### config.mk
export PLATFORM = sky130hd
export DESIGN_NAME = ama_riscv_wb_stage
export DESIGN_NICKNAME = d
export VERILOG_FILES = /design/src/rtl/ama_riscv_wb_stage.sv
export SDC_FILE = /design/constraint.sdc
export NUM_CORES = 1
export LEC_CHECK = 0
export CORE_ASPECT_RATIO = 1.2
export CORE_MARGIN = 2
export CORE_UTILIZATION = 40
export CTS_BUF_LIST = sky130_fd_sc_hd__clkbuf_4
export CTS_CLUSTER_SIZE = 20
export DETAILED_ROUTE_END_ITERATION = 7
export GPL_TIMING_DRIVEN = 0
export PLACE_DENSITY = 0.8
export SETUP_SLACK_MARGIN = 0.5
export SYNTH_ARGS = -nofsm -noshare
export SYNTH_HDL_FRONTEND = slang
export SYNTH_SLANG_ARGS = --single-unit
### constraint.sdc
create_clock -name clk -period 1.9 [get_ports clk]
set_input_delay 0.57 -clock clk [delete_from_list [all_inputs] [get_ports clk]]
set_output_delay 0.57 -clock clk [all_outputs]
set_load 0.05 [all_outputs]
### src/rtl/ama_riscv_wb_stage.sv
// Writeback stage: selects the register-file write source, waits for and aligns load data.
// Define AMA_RISCV_WB_INSTRET_EN to add the 64-bit retired-instruction counter and port.
module ama_riscv_wb_stage #(
  parameter int unsigned LOAD_WAIT_MAX = 15
) (
  input  logic        clk,
  input  logic        rst,
  input  logic        in_valid,
  output logic        in_ready,
  input  logic [4:0]  in_rd,
  input  logic        in_rf_we,
  input  logic [1:0]  in_wb_sel,
  input  logic [31:0] in_alu,
  input  logic [31:0] in_pc,
  input  logic [31:0] in_csr,
  input  logic [2:0]  in_funct3,
  input  logic [1:0]  in_addr_lo,
  input  logic        dmem_rsp_valid,
  input  logic [31:0] dmem_rsp_data,
  output logic        rf_we,
  output logic [4:0]  rf_addr_d,
  output logic [31:0] rf_data_d,
  output logic        retire,
`ifdef AMA_RISCV_WB_INSTRET_EN
  output logic [63:0] instret,
`endif
  output logic        load_err
);

  typedef enum logic [0:0] {StIdle, StWait} state_e;

  state_e      state_q;
  logic [4:0]  rd_q;
  logic        we_q;
  logic [2:0]  funct3_q;
  logic [1:0]  addr_lo_q;
  logic [7:0]  wait_cnt_q;
  logic        rf_we_q;
  logic [4:0]  rf_addr_q;
  logic [31:0] rf_data_q;
  logic        retire_q;
  logic        load_err_q;

  logic        accept;
  logic        complete;
  logic [31:0] src_data;
  logic [31:0] ld_data;
  logic [7:0]  ld_byte;
  logic [15:0] ld_half;

  assign in_ready = (state_q == StIdle) && rst;
  assign accept   = in_valid && in_ready;
  // Any edge that will raise retire: a non-load accept or a load response.
  assign complete = (accept && (in_wb_sel != 2'd1)) || ((state_q == StWait) && dmem_rsp_valid);

  always_comb begin
    src_data = in_alu;
    case (in_wb_sel)
      2'd2:    src_data = in_pc + 32'd4;
      2'd3:    src_data = in_csr;
      default: src_data = in_alu;
    endcase
  end

  always_comb begin
    ld_byte = dmem_rsp_data[7:0];
    case (addr_lo_q)
      2'd1:    ld_byte = dmem_rsp_data[15:8];
      2'd2:    ld_byte = dmem_rsp_data[23:16];
      2'd3:    ld_byte = dmem_rsp_data[31:24];
      default: ld_byte = dmem_rsp_data[7:0];
    endcase
    ld_half = addr_lo_q[1] ? dmem_rsp_data[31:16] : dmem_rsp_data[15:0];
    case (funct3_q)
      3'b000:  ld_data = {{24{ld_byte[7]}}, ld_byte};
      3'b100:  ld_data = {24'd0, ld_byte};
      3'b001:  ld_data = {{16{ld_half[15]}}, ld_half};
      3'b101:  ld_data = {16'd0, ld_half};
      default: ld_data = dmem_rsp_data;
    endcase
  end

  always_ff @(posedge clk or negedge rst) begin
    if (!rst) begin
      state_q    <= StIdle;
      rd_q       <= 5'd0;
      we_q       <= 1'b0;
      funct3_q   <= 3'd0;
      addr_lo_q  <= 2'd0;
      wait_cnt_q <= 8'd0;
      rf_we_q    <= 1'b0;
      rf_addr_q  <= 5'd0;
      rf_data_q  <= 32'd0;
      retire_q   <= 1'b0;
      load_err_q <= 1'b0;
    end else begin
      rf_we_q  <= 1'b0;
      retire_q <= 1'b0;
      case (state_q)
        StIdle: begin
          if (accept) begin
            if (in_wb_sel == 2'd1) begin
              state_q    <= StWait;
              rd_q       <= in_rd;
              we_q       <= in_rf_we;
              funct3_q   <= in_funct3;
              addr_lo_q  <= in_addr_lo;
              wait_cnt_q <= 8'd0;
            end else begin
              rf_we_q   <= in_rf_we && (in_rd != 5'd0);
              rf_addr_q <= in_rd;
              rf_data_q <= src_data;
              retire_q  <= 1'b1;
            end
          end
        end
        StWait: begin
          // A response on the last allowed cycle wins over the timeout.
          if (dmem_rsp_valid) begin
            state_q   <= StIdle;
            rf_we_q   <= we_q && (rd_q != 5'd0);
            rf_addr_q <= rd_q;
            rf_data_q <= ld_data;
            retire_q  <= 1'b1;
          end else if (wait_cnt_q == 8'(LOAD_WAIT_MAX - 1)) begin
            state_q    <= StIdle;
            load_err_q <= 1'b1;
          end else begin
            wait_cnt_q <= wait_cnt_q + 8'd1;
          end
        end
        default: state_q <= StIdle;
      endcase
    end
  end

  assign rf_we     = rf_we_q;
  assign rf_addr_d = rf_addr_q;
  assign rf_data_d = rf_data_q;
  assign retire    = retire_q;
  assign load_err  = load_err_q;

`ifdef AMA_RISCV_WB_INSTRET_EN
  logic [63:0] instret_q;

  always_ff @(posedge clk or negedge rst) begin
    if (!rst) begin
      instret_q <= 64'd0;
    end else if (complete) begin
      instret_q <= instret_q + 64'd1;
    end
  end

  assign instret = instret_q;
`endif

endmodule

==> metrics.txt, run 1 <==
fin util=0.787; vias=6,126; Die H=118 um; initial core utilization=0.409; violated checks=setup timing; worst endpoint required time=2.20 ns; post-synth top area share=0.349; largest net degree at the start of global routing=24; Arr. time, crit path=2.28 ns; Worst Clk Skew=0.00956 ns; slew at the pin with the worst max-slew slack=0.637 ns; crit path setup slack, layout=-0.0755 ns; Async SR Flop Fraction=1.00; Max rail drop VDD=0.624 mV; via count of the first global-routing pass=6,163; cts bufs inserted=9; highest routed layer=met4; RSZ-0062 raised after global routing=true; Worst Hold Class=input port to async pin; peak fanout along the critical path=7; hpwl dp=14.1 mm; met1 WL=7.55 mm; setup violators final=19; worst-case reg-to-reg path depth=5; layout cell share with drive strength beyond 1=0.377; CTS tree=built; top post-synthesis cells by area=dfrtp_1, nand2_1, nor2_1, a21oi_1, xor2_1; Max-Cap Viols=0; routed wl met2=11.1 mm; DRT Pass-1 Iters=7; R2R Path End=rf_data_d[18]; internal reg-to-reg setup slack=-0.08 ns; I/O Pins=186; Unique masters post-synth=56; fillers=666; met3 routed WL=2.14 mm; crit share post-route=1.04; mapped cell area=4310 um2; initial antenna violation count=0; CTS clk-pin slew, worst paths=0.12 ns; post-synthesis register bit count=60; clk buf depth=2; first-pass GRT wire length=32.1 mm; grt ovf=0; achievable clock frequency=506 MHz; Overall Global Routing Usage=0.349; Core Region=10,500 um2; antenna cell count=0; Area growth, synth to finish=92.2%; worst path cell trace=mux2_4 -> mux4_2 -> a21oi_4 -> buf_6 -> a221oi_2; DR vias/cell=6.35; Worst path slowest cell=mux4_2; R2R Path Start=addr_lo_q[0]; YS warnings=0; clk_lat worst skew=0.42 ns; clock period minus final worst setup slack=1.98 ns; largest area contributor in the netlist=dfrtp_1; leakage=0.00350 uW; setup TNS=-0.953 ns; Final nets=979; Die X=98.7 um; Slew HR=0.575; Mapped Cells=543; post-route ant nets=0; CTS Sinks=60; final RePlAce weighted congestion=0.932; Post-synth EDFFs=0; status=finished, violations left; H-tree Lvls=3; CTS root buf=clkbuf_4; Max stage delay on crit path=0.52 ns; syn_area_per_cell=7.93 um2; routed length per placed instance=23.4 um; Final Hold Viols=0; final slew viol count=0; Setup CP Type=flip-flop to flip-flop; # rows=41; IO buf count=184; sequential share of the synthesized area=0.349; DRC=0; Startpoint Class=flip-flop; element type at the critical path end=flip-flop; die area=11,600 um2; PD cells=745 nW/um2; syn nets=691; DRT Wirelength=22.6 mm; Iter 0 DRT Violations=724; dominant synthesized flop cell=dfrtp_1
[state kept, by name (all words and copies together) (netlist names)]
name,flops
load_err,1
rf_we,1
rf_data_d,32
funct3_q,3
rd_q,5
retire,1
state_q,1
addr_lo_q,2
rf_addr_d,5
we_q,1
wait_cnt_q,8
[worst max-delay path: cells and delay by family, from the launching register on]
family | cells | cell delay (ns)
compound gates | 2 | 0.36
buf+inv | 1 | 0.19
flops | 1 | 0.47
mux | 2 | 0.83
[layer usage]
layer  up-vias  track usage
met4         0        0.204
met3       161       0.0802
li1       2590            -
met5         -            0
met1      2882        0.382
met2       493        0.610
[layout make-up]
cell class                      count  area [um2]  share of cell area
Buffer                             36         413              0.0499
Clock buffer                       10        75.1             0.00907
Clock inverter                      6        41.3             0.00499
Inverter                           16        65.1             0.00786
Multi-Input combinational cell    431        3270               0.395
Sequential cell                    60        1510               0.182
Tap cell                          129         161              0.0195
Timing Repair Buffer              276        2740               0.332
Timing Repair inverter              1        5.00            0.000605
[cells in the final DEF, fill, tap and decap left out, types with 7 or more instances in the layout]
cell,Yosys,layout
o221ai_1,8,7
buf_4,0,70
a21oi_1,38,25
dfrtp_1,60,56
xor2_1,15,15
clkbuf_2,0,8
dlygate4sd2_1,0,15
clkdlybuf4s50_1,0,113
nor3_1,14,11
a211oi_2,1,12
nor2_4,0,13
nand3_1,16,14
a31oi_1,13,12
nand4_1,7,7
nand2_1,83,69
a21oi_2,1,12
clkbuf_8,0,9
mux2i_1,12,12
inv_1,14,14
nor2_1,57,43
clkbuf_4,0,15
buf_6,0,54
o21ai_0,24,16
a221o_1,9,9
nand2_2,0,9
buf_2,6,12
buf_8,0,7
xnor2_1,7,7
[stage by stage]
step	hold WS [ns]	setup slack (ns)	cell area (um2)	total power (uW)	cells
2_1_floorplan	0.274	-0.183	4630	3290	543
3_3_place_gp	0.446	-3.25	6630	4330	856
3_5_place_dp	0.470	-1.19	6640	4390	857
4_1_cts	0.0511	-0.0425	7850	5700	937
5_1_grt	0.0413	-0.107	8280	6370	965
6_report	0.0437	-0.0755	8280	6160	965
[worst max-delay path by stage]
| stage | start | to | slack, ns | depth (start not counted) |
|---|---|---|---|---|
| 6_report | addr_lo_q[0] | rf_data_d[18] | -0.08 | 5 |
| 5_1_grt | addr_lo_q[0] | rf_data_d[24] | -0.11 | 5 |
| 4_1_cts | addr_lo_q[0] | rf_data_d[18] | -0.04 | 5 |
| 3_5_place_dp | in_pc[6] | rf_data_d[22] | -1.19 | 6 |
| 3_3_place_gp | rst | rf_data_d[27] | -3.25 | 8 |
| 2_1_floorplan | in_pc[11] | rf_data_d[25] | -0.18 | 6 |
[what timing repair did]
item | CTS | global route
endpoints found under the hold margin | 23 | 0
hold buffers | 1 | 0
resized for setup | 480 | 56
pin swaps | 40 | 11
setup endpoints to repair | 100 | 123
setup buffers | 54 | 27
cloned | 9 | 1
[cells in the mapped netlist, drive strengths merged, types with 3 or more instances]
cell type and number:
a211o 4, a211oi 14, a21oi 39, a221o 9
a221oi 12, a22oi 8, a31oi 13, and2 3
and3 9, buf 10, clkbuf 26, dfrtp 60
ha 3, inv 14, mux2 4, mux2i 12
nand2 83, nand2b 3, nand3 16, nand4 8
nor2 57, nor2b 13, nor3 14, nor4 9
o211ai 5, o21a 4, o21ai 24, o221ai 8
o22ai 6, or4 5, xnor2 7, xor2 15
[power breakdown]
group	internal [uW]	total, uW	switching [uW]
Sequential	1540	1810	274
Combinational	1570	3520	1950
Clock	280	835	555
[cell families (layout without fill, tap and decap cells)]
logic type,count (synthesis),count (layout),synth area share
simple gates,228,228,0.250
compound gates,161,161,0.257
flops,60,60,0.349
buf+inv,52,345,0.0471
xor+xnor,22,22,0.0448
mux,17,17,0.0436
fa+ha+maj,3,3,0.00872
(Power assumes the default switching activity.)
==> inputs of run 2 (changes only) <==
--- a/config.mk
+++ b/config.mk
@@ -5,6 +5,7 @@
 export SDC_FILE = /design/constraint.sdc
 export NUM_CORES = 1
 export LEC_CHECK = 0
+export CAP_MARGIN = 0
 export CORE_ASPECT_RATIO = 1.2
 export CORE_MARGIN = 2
 export CORE_UTILIZATION = 40
==> results of run 2 <==
The final DEF is identical to that of run 1; final timing and power are the same.
==> inputs of run 3 (changes only) <==
--- a/config.mk
+++ b/config.mk
@@ -5,9 +5,9 @@
 export SDC_FILE = /design/constraint.sdc
 export NUM_CORES = 1
 export LEC_CHECK = 0
-export CAP_MARGIN = 0
+export CAP_MARGIN = 20
 export CORE_ASPECT_RATIO = 1.2
-export CORE_MARGIN = 2
+export CORE_MARGIN = 1
 export CORE_UTILIZATION = 40
 export CTS_BUF_LIST = sky130_fd_sc_hd__clkbuf_4
 export CTS_CLUSTER_SIZE = 20
==> metrics.txt, run 3 (synthesized netlist as in run 1, its figures left out) <==
CTS clk-pin slew, worst paths=0.12 ns (about the same); clk buf depth=2 (unchanged); most common cell after layout, fill and taps aside=clkdlybuf4s50_1; layout cell share with drive strength beyond 1=0.421 (+0.0444); worst endpoint required time=2.22 ns (+0.02 ns); setup violators final=17 (-2); initial core utilization=0.409 (unchanged); worst path cell trace=mux2_4 -> buf_4 -> buf_6 -> a22oi_2 -> o31ai_4 -> buf_6 -> a211oi_4 -> nor3_2; final RePlAce weighted congestion=0.934 (+0.19%); PD cells=767 nW/um2 (+3.0%); DR vias/cell=6.52 (+2.8%); clock period minus final worst setup slack=1.96 ns (-0.0115 ns); # rows=41 (unchanged); peak fanout along the critical path=6 (-1); leakage=0.00367 uW (+4.9%); Overall Global Routing Usage=0.382 (+0.0334); violated checks=setup timing; routed length per placed instance=25.5 um (+8.8%); Final nets=993 (+1.4%); CP bufs+invs=3 (+2); area of the multi-input gates=3460 um2 (+5.8%); cell mode on critical path=buf_6; achievable clock frequency=509 MHz (+0.59%); crit share post-route=1.03 (-0.00606); H-tree Lvls=3 (unchanged); cts bufs inserted=9 (unchanged); register area=1510 um2 (about the same); Setup CP Type=flip-flop to flip-flop; Die X=96.7 um (-2.0%); Worst path slowest cell=dfrtp_2; status=finished, violations left; fillers=548 (-18%); Max-Cap Viols=0 (unchanged); RSZ-0062 raised after global routing=true; Die H=116 um (-1.7%); first-pass GRT wire length=33.0 mm (+3.0%); CTS root buf=clkbuf_4; antenna cell count=0 (unchanged); Total Power=6710 uW (+8.9%); Area growth, synth to finish=103%; DRC=0 (unchanged); DRT Pass-1 Iters=5 (-2); initial antenna violation count=0 (unchanged); Startpoint Class=flip-flop; hpwl dp=13.9 mm (-1.1%); post-route ant nets=0 (unchanged); CTS Sinks=60 (unchanged); CP delay by family, top=compound AO/OA/AOI/OAI gates; Slew HR=0.622 (+0.0465); Crit path depth=8 (+3); Max rail drop VDD=0.601 mV (-3.6%); design area=8750 um2 (+5.7%); commonest cells after routing, fill and taps aside=clkdlybuf4s50_1, buf_4, nand2_1, buf_6, dfrtp_1; die area=11,200 um2 (-3.7%); Worst Clk Skew=0.0199 ns (+0.0104 ns); CTS tree=built; element type at the critical path end=flip-flop; via count of the first global-routing pass=6,210 (+0.76%); crit path setup slack, layout=-0.0639 ns (+0.0115 ns); Iter 0 DRT Violations=821 (+13%); Max stage delay on crit path=0.46 ns (-0.06 ns); slew at the pin with the worst max-slew slack=0.567 ns (-0.0698 ns); Final Hold Viols=0 (unchanged); IO buf count=184 (unchanged); worst-case reg-to-reg path depth=8 (+3); area post-placement=6650 um2 (about the same); largest net degree at the start of global routing=22 (-8.3%); Worst Hold Class=input port to async pin; final slew viol count=0 (unchanged); clk_lat worst skew=0.44 ns (+0.02 ns); Arr. time, crit path=2.29 ns (about the same); grt ovf=0 (unchanged); I/O Pins=186 (unchanged); DRT Wirelength=24.9 mm (+10%); Largest register FFs=32 (unchanged); Core Region=10,500 um2 (unchanged); vias=6,387 (+4.3%)
run 3: cell count changes in the layout (fill, tap and decap cells not counted), moves of 4 or more:
| cell | delta |
|---|---|
| buf_6 | +8 |
| buf_8 | +9 |
| nand2_1 | -5 |
| nor2_1 | -4 |
run 3: metrics by stage:
stage,setup slack (ns),setup TNS [ns],hold WS (ns),std cells,utilization
finish,-0.0639,-0.684,0.0334,979,0.832
global route,-0.0957,-1.44,0.0305,979,0.832
CTS,-0.0121,-0.0763,0.0258,945,0.774
detailed placement,-1.04,-46.74,0.467,858,0.632
global placement,-3.24,-281.93,0.445,856,0.630
floorplan,-0.183,-0.878,0.274,543,-
run 3: worst paths after layout:
check | slack, ns | startpoint | endpoint
min reg2reg | 0.51 | load_err | load_err
max reg2reg | -0.06 | addr_lo_q[0] | rf_data_d[10]
min | 0.03 | rst | rf_data_d[7]
max in group asynchronous | 0.96 | rst | funct3_q[0]
max | -0.06 | addr_lo_q[0] | rf_data_d[10]
min in group clk | 0.45 | in_pc[11] | rf_data_d[11]
run 3: power breakdown:
group          total, uW  leakage (uW)  internal, uW  switching [uW]
logic               3790       0.00287          1700            2090
registers           1810      0.000715          1540             277
clock network       1110     0.0000873           529             582
run 3: timing repair:
item / in CTS / in global routing
hold buffers: 1 / 0
setup buffers: 61 / 30
resized for setup: 540 / 71
hold endpoints to repair: 21 / 0
gates cloned: 9 / 3
pin swaps: 64 / 45
setup endpoints to repair: 100 / 100
run 3: area by class of cell:
| cell class | instances | area share |
|---|---|---|
| sequential | 60 | 0.172 |
| tap | 129 | 0.0184 |
| buffer | 36 | 0.0498 |
| timing repair inverter | 1 | 0.000572 |
| timing repair buffer | 290 | 0.338 |
| multi-input combinational | 431 | 0.395 |
| inverter | 16 | 0.00801 |
| clock inverter | 7 | 0.0104 |
| clock buffer | 9 | 0.00772 |
run 3: worst reg2reg max path, delay by kind of cell, from the launching register on:
kind                   cells  cell delay [ns]
AOI/OAI and AO/OA          3             0.60
and+or+nand+nor            1             0.08
muxes                      1             0.32
buffers and inverters      3             0.41
DFF                        1             0.46
run 3: metal layers:
layer  GRT usage  vias to the layer above  share of wire
met5           0                        -              0
met4       0.287                        0          0.090
met3      0.0748                      177          0.091
met2       0.678                      545           0.48
met1       0.408                     3051           0.34
li1            -                     2614              -
